--- config.mk ---
export PLATFORM = sky130hd
export DESIGN_NAME = button_gesture
export DESIGN_NICKNAME = d
export VERILOG_FILES = /design/src/rtl/button_gesture_pkg.sv /design/src/rtl/button_gesture_ms_timer.sv /design/src/rtl/button_gesture.sv
export SDC_FILE = /design/constraint.sdc
export NUM_CORES = 1
export LEC_CHECK = 0
export ABC_AREA = 1
export BUFFER_PORTS_ARGS = -buffer_cell sky130_fd_sc_hd__buf_2
export CELL_PAD_IN_SITES_DETAIL_PLACEMENT = 0
export CELL_PAD_IN_SITES_GLOBAL_PLACEMENT = 1
export CORE_MARGIN = 8
export CORE_UTILIZATION = 45
export DETAILED_ROUTE_END_ITERATION = 12
export GPL_TIMING_DRIVEN = 0
export PLACE_DENSITY = 0.83
export SLEW_MARGIN = 20
export SYNTH_ARGS = -nofsm -noshare
export SYNTH_HDL_FRONTEND = slang
export SYNTH_SLANG_ARGS = --single-unit
--- constraint.sdc ---
create_clock -name clk -period 1.9 [get_ports clk]
set_input_delay 0.285 -clock clk [delete_from_list [all_inputs] [get_ports clk]]
set_output_delay 0.285 -clock clk [all_outputs]
set_load 0.01 [all_outputs]
--- src/rtl/button_gesture_pkg.sv ---
// Shared definitions for the button gesture classifier: state encoding and
// the millisecond-to-cycle conversion used to size the hold/gap timer.
// Optional feature macro: BUTTON_GESTURE_DOUBLE_EN (adds WAIT2/PRESS2 states).
package button_gesture_pkg;

`ifdef BUTTON_GESTURE_DOUBLE_EN
    typedef enum logic [2:0] {
        IDLE      = 3'd0,
        PRESS1    = 3'd1,
        WAIT2     = 3'd2,
        PRESS2    = 3'd3,
        LONG_HELD = 3'd4
    } state_t;
`else
    typedef enum logic [2:0] {
        IDLE      = 3'd0,
        PRESS1    = 3'd1,
        LONG_HELD = 3'd4
    } state_t;
`endif

    // Whole-kHz clock times a duration in ms gives the duration in cycles.
    function automatic int ms_to_cycles(input int clk_hz, input int ms);
        return (clk_hz / 1000) * ms;
    endfunction

endpackage

--- src/rtl/button_gesture_ms_timer.sv ---
// ms_timer: a clearable, enabled up-counter whose done output flags that the
// next enabled cycle lands the count exactly on the supplied limit.
module ms_timer #(
    parameter int WIDTH = 16
) (
    input  logic             clk,
    input  logic             rst,
    input  logic             clear,
    input  logic             enable,
    input  logic [WIDTH-1:0] limit,
    output logic             done
);

    localparam logic [WIDTH-1:0] ONE = 1;

    logic [WIDTH-1:0] count;

    // Count enabled cycles; clear has priority so a new phase always starts at zero.
    always_ff @(posedge clk) begin
        if (rst || clear) begin
            count <= '0;
        end else if (enable) begin
            count <= count + ONE;
        end
    end

    assign done = (count == limit - ONE);

endmodule

--- src/rtl/button_gesture.sv ---
// button_gesture: classifies a debounced button into single, double and long
// press events, each a registered one-cycle pulse.
// Optional feature macro: BUTTON_GESTURE_DOUBLE_EN. When undefined, a release
// from the first press reports a single press immediately and evt_double is 0.
module button_gesture
    import button_gesture_pkg::*;
#(
    parameter int CLK_HZ  = 27_000_000,
    parameter int LONG_MS = 600,
    parameter int DBL_MS  = 250
) (
    input  logic clk,
    input  logic rst,
    input  logic pressed,
    output logic evt_single,
    output logic evt_double,
    output logic evt_long,
    output logic busy
);

    localparam int LONG_LIM = ms_to_cycles(CLK_HZ, LONG_MS);
    localparam int DBL_LIM  = ms_to_cycles(CLK_HZ, DBL_MS);
    localparam int MAX_LIM  = (LONG_LIM > DBL_LIM) ? LONG_LIM : DBL_LIM;
    localparam int CW       = $clog2(MAX_LIM + 1);

    localparam logic [CW-1:0] LONG_LIM_V = CW'(LONG_LIM);
`ifdef BUTTON_GESTURE_DOUBLE_EN
    localparam logic [CW-1:0] DBL_LIM_V  = CW'(DBL_LIM);
`endif

    state_t          state;
    state_t          state_next;
    logic            armed;
    logic            set_single;
    logic            set_long;
    logic            tmr_clear;
    logic            tmr_en;
    logic            tmr_done;
    logic [CW-1:0]   tmr_limit;
`ifdef BUTTON_GESTURE_DOUBLE_EN
    logic            set_double;
`endif

    ms_timer #(
        .WIDTH (CW)
    ) u_timer (
        .clk    (clk),
        .rst    (rst),
        .clear  (tmr_clear),
        .enable (tmr_en),
        .limit  (tmr_limit),
        .done   (tmr_done)
    );

    // Next-state and event decisions; release beats the long-press limit and a
    // second press beats the double-press gap timeout on the same edge.
    always_comb begin
        state_next = state;
        set_single = 1'b0;
        set_long   = 1'b0;
        tmr_en     = 1'b0;
        tmr_limit  = LONG_LIM_V;
`ifdef BUTTON_GESTURE_DOUBLE_EN
        set_double = 1'b0;
`endif
        case (state)
            IDLE: begin
                if (pressed && armed) begin
                    state_next = PRESS1;
                end
            end
            PRESS1: begin
                tmr_en = 1'b1;
                if (!pressed) begin
`ifdef BUTTON_GESTURE_DOUBLE_EN
                    state_next = WAIT2;
`else
                    state_next = IDLE;
                    set_single = 1'b1;
`endif
                end else if (tmr_done) begin
                    state_next = LONG_HELD;
                    set_long   = 1'b1;
                end
            end
`ifdef BUTTON_GESTURE_DOUBLE_EN
            WAIT2: begin
                tmr_en    = 1'b1;
                tmr_limit = DBL_LIM_V;
                if (pressed) begin
                    state_next = PRESS2;
                end else if (tmr_done) begin
                    state_next = IDLE;
                    set_single = 1'b1;
                end
            end
            PRESS2: begin
                if (!pressed) begin
                    state_next = IDLE;
                    set_double = 1'b1;
                end
            end
`endif
            LONG_HELD: begin
                if (!pressed) begin
                    state_next = IDLE;
                end
            end
            default: begin
                state_next = IDLE;
            end
        endcase
        tmr_clear = (state_next != state);
    end

    // State, arming and registered outputs; arming waits for a sampled release
    // so a button held through reset cannot start a gesture.
    always_ff @(posedge clk) begin
        if (rst) begin
            state      <= IDLE;
            armed      <= 1'b0;
            evt_single <= 1'b0;
            evt_long   <= 1'b0;
            busy       <= 1'b0;
        end else begin
            state      <= state_next;
            armed      <= armed | ~pressed;
            evt_single <= set_single;
            evt_long   <= set_long;
            busy       <= (state_next != IDLE);
        end
    end

`ifdef BUTTON_GESTURE_DOUBLE_EN
    // Double-press pulse register, present only when double detection is built.
    always_ff @(posedge clk) begin
        if (rst) begin
            evt_double <= 1'b0;
        end else begin
            evt_double <= set_double;
        end
    end
`else
    assign evt_double = 1'b0;
`endif

endmodule
# --- After elaboration in Yosys (flattened, before gate mapping) ---
# Cells that the tools add are included.
classes:
  n_addsub: 1
  n_eq_ne: 4
  muxes: 8
  n_bitwise: 3
  reduce_logical: 6
op_table:
  columns: ["operator", "n"]
  rows:
  - ["adder 24 x 1 -> 24 bit, second input constant", 1]
  - ["equality test 24 bit, second input constant", 1]
  - ["2-to-1 mux 3 bit", 4]
  - ["one-hot mux 3 bit (3 select lines)", 1]
  - ["equality test 3 x 1 -> 1 bit, second input constant", 1]
  - ["equality test 3 bit, second input constant", 1]
  - ["zero test 3 bit", 1]
  - ["2-to-1 mux 1 bit", 3]
  - ["!= test 3 bit", 1]
  - ["nonzero test 3 bit", 1]
  - ["OR reduction 3 bit", 1]
  - ["inverter 1 bit", 2]
  - ["OR reduction 2 bit", 1]
  - ["logical AND 1 bit", 1]
  - ["logical OR 1 bit", 1]
  - ["OR 1 bit", 1]
totals:
  reg_bits: 31
  in_bits: 3
  output_inout_bits: 4

# --- Depth between registers and ports, before layout ---
logic_depth:
  word_depth: 6
  depth_mapped: 10
  ltp_nobuf: 9

# --- Modules after synthesis ---
# From an unflattened synthesis, not the netlist that was laid out.
hier_totals:
  hier_cells: 409
  area_unflattened_um2: 2483.6
by_module_without_submodules:
  columns: ["mod", "instances", "cells_per_inst", "area_per_inst_um2"]
  rows:
  - ["ms_timer", 1, 368, 2183.3]
  - ["button_gesture", 1, 41, 300.3]

# --- Worst setup path after synthesis ---
# OpenSTA, ideal clock, no wires.
synth_path:
  path_type: "register -> register"
  startpoint: "register u_timer.count[0]"
  endpoint: "register u_timer.count[10]"
  setup_time_ns: 0.117
  arrival_ns: 1.413
  required_time_ns: 1.783
  slack_ns: 0.370
  stages_incl_launch_ff: 10
  path_cell_list: "dfxtp_1 > ha_1 > nand3_4 > nor3_2 > nand3_2 > nor2_2 > nor2_1 > nand2_4 > buf_12 > nor2_2"
synth_between:
  elab_chain_len: 6
  word_cells_on_any_way: 7
synth_lines:
  columns: ["element", "line", "text"]
  rows:
  - ["start, declared", "button_gesture_ms_timer.sv:16", "logic [WIDTH-1:0] count;"]
  - ["start signal, assigned", "button_gesture_ms_timer.sv:23", "count <= count + ONE;"]
  - ["equality test 24 bit", "button_gesture_ms_timer.sv:27", "assign done = (count == limit - ONE);"]
  - ["2-to-1 mux 3 bit", "button_gesture.sv:81", "end else if (tmr_done) begin"]
  - ["2-to-1 mux 3 bit", "button_gesture.sv:74", "if (!pressed) begin"]
  - ["one-hot mux 3 bit (3 select lines)", "button_gesture.sv:66", "case (state)"]
  - ["!= test 3 bit", "button_gesture.sv:113", "tmr_clear = (state_next != state);"]
  - ["logical OR 1 bit", "button_gesture_ms_timer.sv:20", "if (rst || clear) begin"]
# Several ways; a longest one is shown, not always the timed one.
# A chain may end at the register's enable or synchronous reset.

# --- Worst setup path after layout ---
layout_path:
  startpoint: "register u_timer.count[0]"
  endpoint: "register u_timer.count[4]"
# The elaborated chain is that of the path after synthesis.

==> summary.txt <==
status: finished, final reports clean
family with the most delay on the worst path: simple AND/OR/NAND/NOR gates
CTS tree: done
area grow syn2layout: 12.4%
CP max stage cell: dfxtp_1
Placed Cells: 312
Yosys cell types: 35
Final setup viols: 0
Net Sw Frac: 18.7%
port buffer count: 5
Max Clk Rate: 586 MHz
critical path class: reg2reg
crit end category: flip-flop
Avg Synthesized Cell Area: 7.23 µm²
Nets: 273
met1 usage: 17.0%
routing usage on met2: 17.9%
cell count after synthesis: 256
setup_tns: 0 ps
Seq/Total Area, Yosys: 33.5%
initial core utilization: 46.6%
clk sink count: 31
latest clock arrival within the worst-skew pair: 280 ps
crit start category: flip-flop
Yosys reg bits: 31
switching power: 276 µW
Area contributors post-synth: dfxtp_1, nand2_1, nor2_1
Reg clk slew, reported paths: 70 ps
drt first-iter violations: 43
Antenna Nets Post-Route: 0
Worst Path Buf+Inv: 1
setup bufs post-CTS: 0
Pint: 1200 µW
row cnt: 23
clock skew: 9.38 ps
pwr dens: 708 nW/µm²
GRT Overall Usage: 12.4%
CTS buffer count: 5
final routed DRC violation total: 0
Hold Vio Cnt, Final: 0
most common cell after layout, fill and taps aside: nand2_1
WL final: 3690 µm
Congestion Overflow GR: 0
drt via density: 4.68
register share of total power: 44.6%
final max-slew violation count: 0
routed via count: 1,497
Min-Delay Path Class: in2reg
Layout Utilization: 52.4%
Max FO, Critical Path: 10
Routed wire per std cell: 11.5 µm
routability cong.: 0.830
post-synth top area share: 33.5%
CP peak stage delay: 440 ps
largest net degree at the start of global routing: 11
layout cells sized above 1: 20.4%
chip height: 80.2 µm
Die Width: 80.2 µm
number of H-tree levels: 2
I/O pin count: 7
antenna cells: 0
Detail Placement HPWL: 2810 µm
RSZ-0062 raised after global routing: false
hold_ws: 244 ps
Clock Power Share: 52.2%
CTS root buf: clkbuf_8
first-pass GRT wire length: 6290 µm
Comb power frac: 3.2%
vias in the first global route: 1,353
post-synth top area cell: dfxtp_1
critical path arrival: 1870 ps
critical path required time: 2070 ps
commonest cells after routing, fill and taps aside: nand2_1, nor2_1, dfxtp_1
GRT Max-Usage Layer: met2
VDD IR max: 0.000413 V
Die Area: 6420 µm²
antenna violations before repair: 0
DRT Pass-1 Iters: 4
Leak: 0.000766 µW
post-route non-filler standard cell count: 320
met3 Use GR: 3.57%
mapped cell area: 1850 µm²
CTS Buffer Depth: 2
Final period util: 89.7%
YS warnings: 0
post-layout minimum cycle time: 1710 ps
MaxCap Viol Count: 0
crit path cell chain: ha_1, nand3_4, nor2_1, nand3_1, nand4_1, nand2_1, nand2_4, buf_12, nor2_2
core box area: 3970 µm²
stage by stage:
stage          total power, µW  worst slack, ps  instance area [µm²]
4_1_cts                   1490              157                 2080
2_1_floorplan              707              370                 1860
3_3_place_gp               720              181                 1940
6_report                  1470              195                 2080
3_5_place_dp               720              171                 1940
5_1_grt                   1530             37.0                 2080
layout make-up:
type / instances / area (µm²)
fillers: 413 / 1890
plain buffers: 5 / 61.3
clock buffers: 6 / 72.6
well taps: 50 / 62.6
clock inverters: 2 / 60.1
repair buffers: 5 / 25.0
multi-input cells: 197 / 1090
inverters: 24 / 90.1
flip-flops and latches: 31 / 621
cells by family (layout without fill, tap and decap cells):
family | Yosys count | in the layout | synth area share [%]
simple gates | 170 | 170 | 46.7
flops | 31 | 31 | 33.5
buf+inv | 29 | 42 | 8.18
xor+xnor | 14 | 14 | 6.62
compound gates | 9 | 9 | 3.58
fa+ha+maj | 1 | 1 | 0.676
other cells | 1 | 2 | 0.203
mux | 1 | 1 | 0.541
synthesized netlist by cell type (all sizes together):
master  count
nand2      72
nor2       65
dfxtp      31
inv        24
nand3      15
nand4       8
xor2        8
nor3        6
xnor2       6
buf         5
a21boi      4
nand3b      3
o21bai      2
a21oi       1
conb        1
ha          1
mux2i       1
nor4        1
o21ai       1
o31ai       1
power groups by stage:
stage	registers, µW	clock network [µW]	logic (µW)
floorplan	671	0	35.5
global placement	672	0	47.9
detailed placement	672	0	48.2
CTS	657	785	48.5
global route	657	819	52.4
finish	657	768	47.4
path summary, 6_finish.rpt:
| path | from | to | slack [ps] | depth (start not counted) |
|---|---|---|---|---|
| worst min register to register | armed | armed | 470 | 2 |
| worst max register to register | u_timer.count[0] | u_timer.count[4] | 190 | 9 |
| worst max-delay path | u_timer.count[0] | u_timer.count[4] | 190 | 9 |
| worst min-delay path | rst | state[0] | 240 | 2 |
state kept, by name, indices dropped and copies added (netlist names):
signal,cells
evt_single,1
u_timer.count,24
state,3
armed,1
busy,1
evt_long,1
layer usage:
| metal | vias to the layer above | part of all wire [%] | wire length (µm) |
|---|---|---|---|
| met1 | 662 | 52 | 1910 |
| met4 | 0 | 0.81 | 30 |
| met2 | 9 | 45 | 1640 |
| met3 | 5 | 2.7 | 99 |
| li1 | 821 | - | - |
| met5 | - | 0 | 0 |
timing repair:
item	4_1_cts	5_1_grt
resized for setup	0	1
hold buffers	0	0
setup endpoints to repair	0	1
Note: power is estimated with default switching activity, not from simulation.
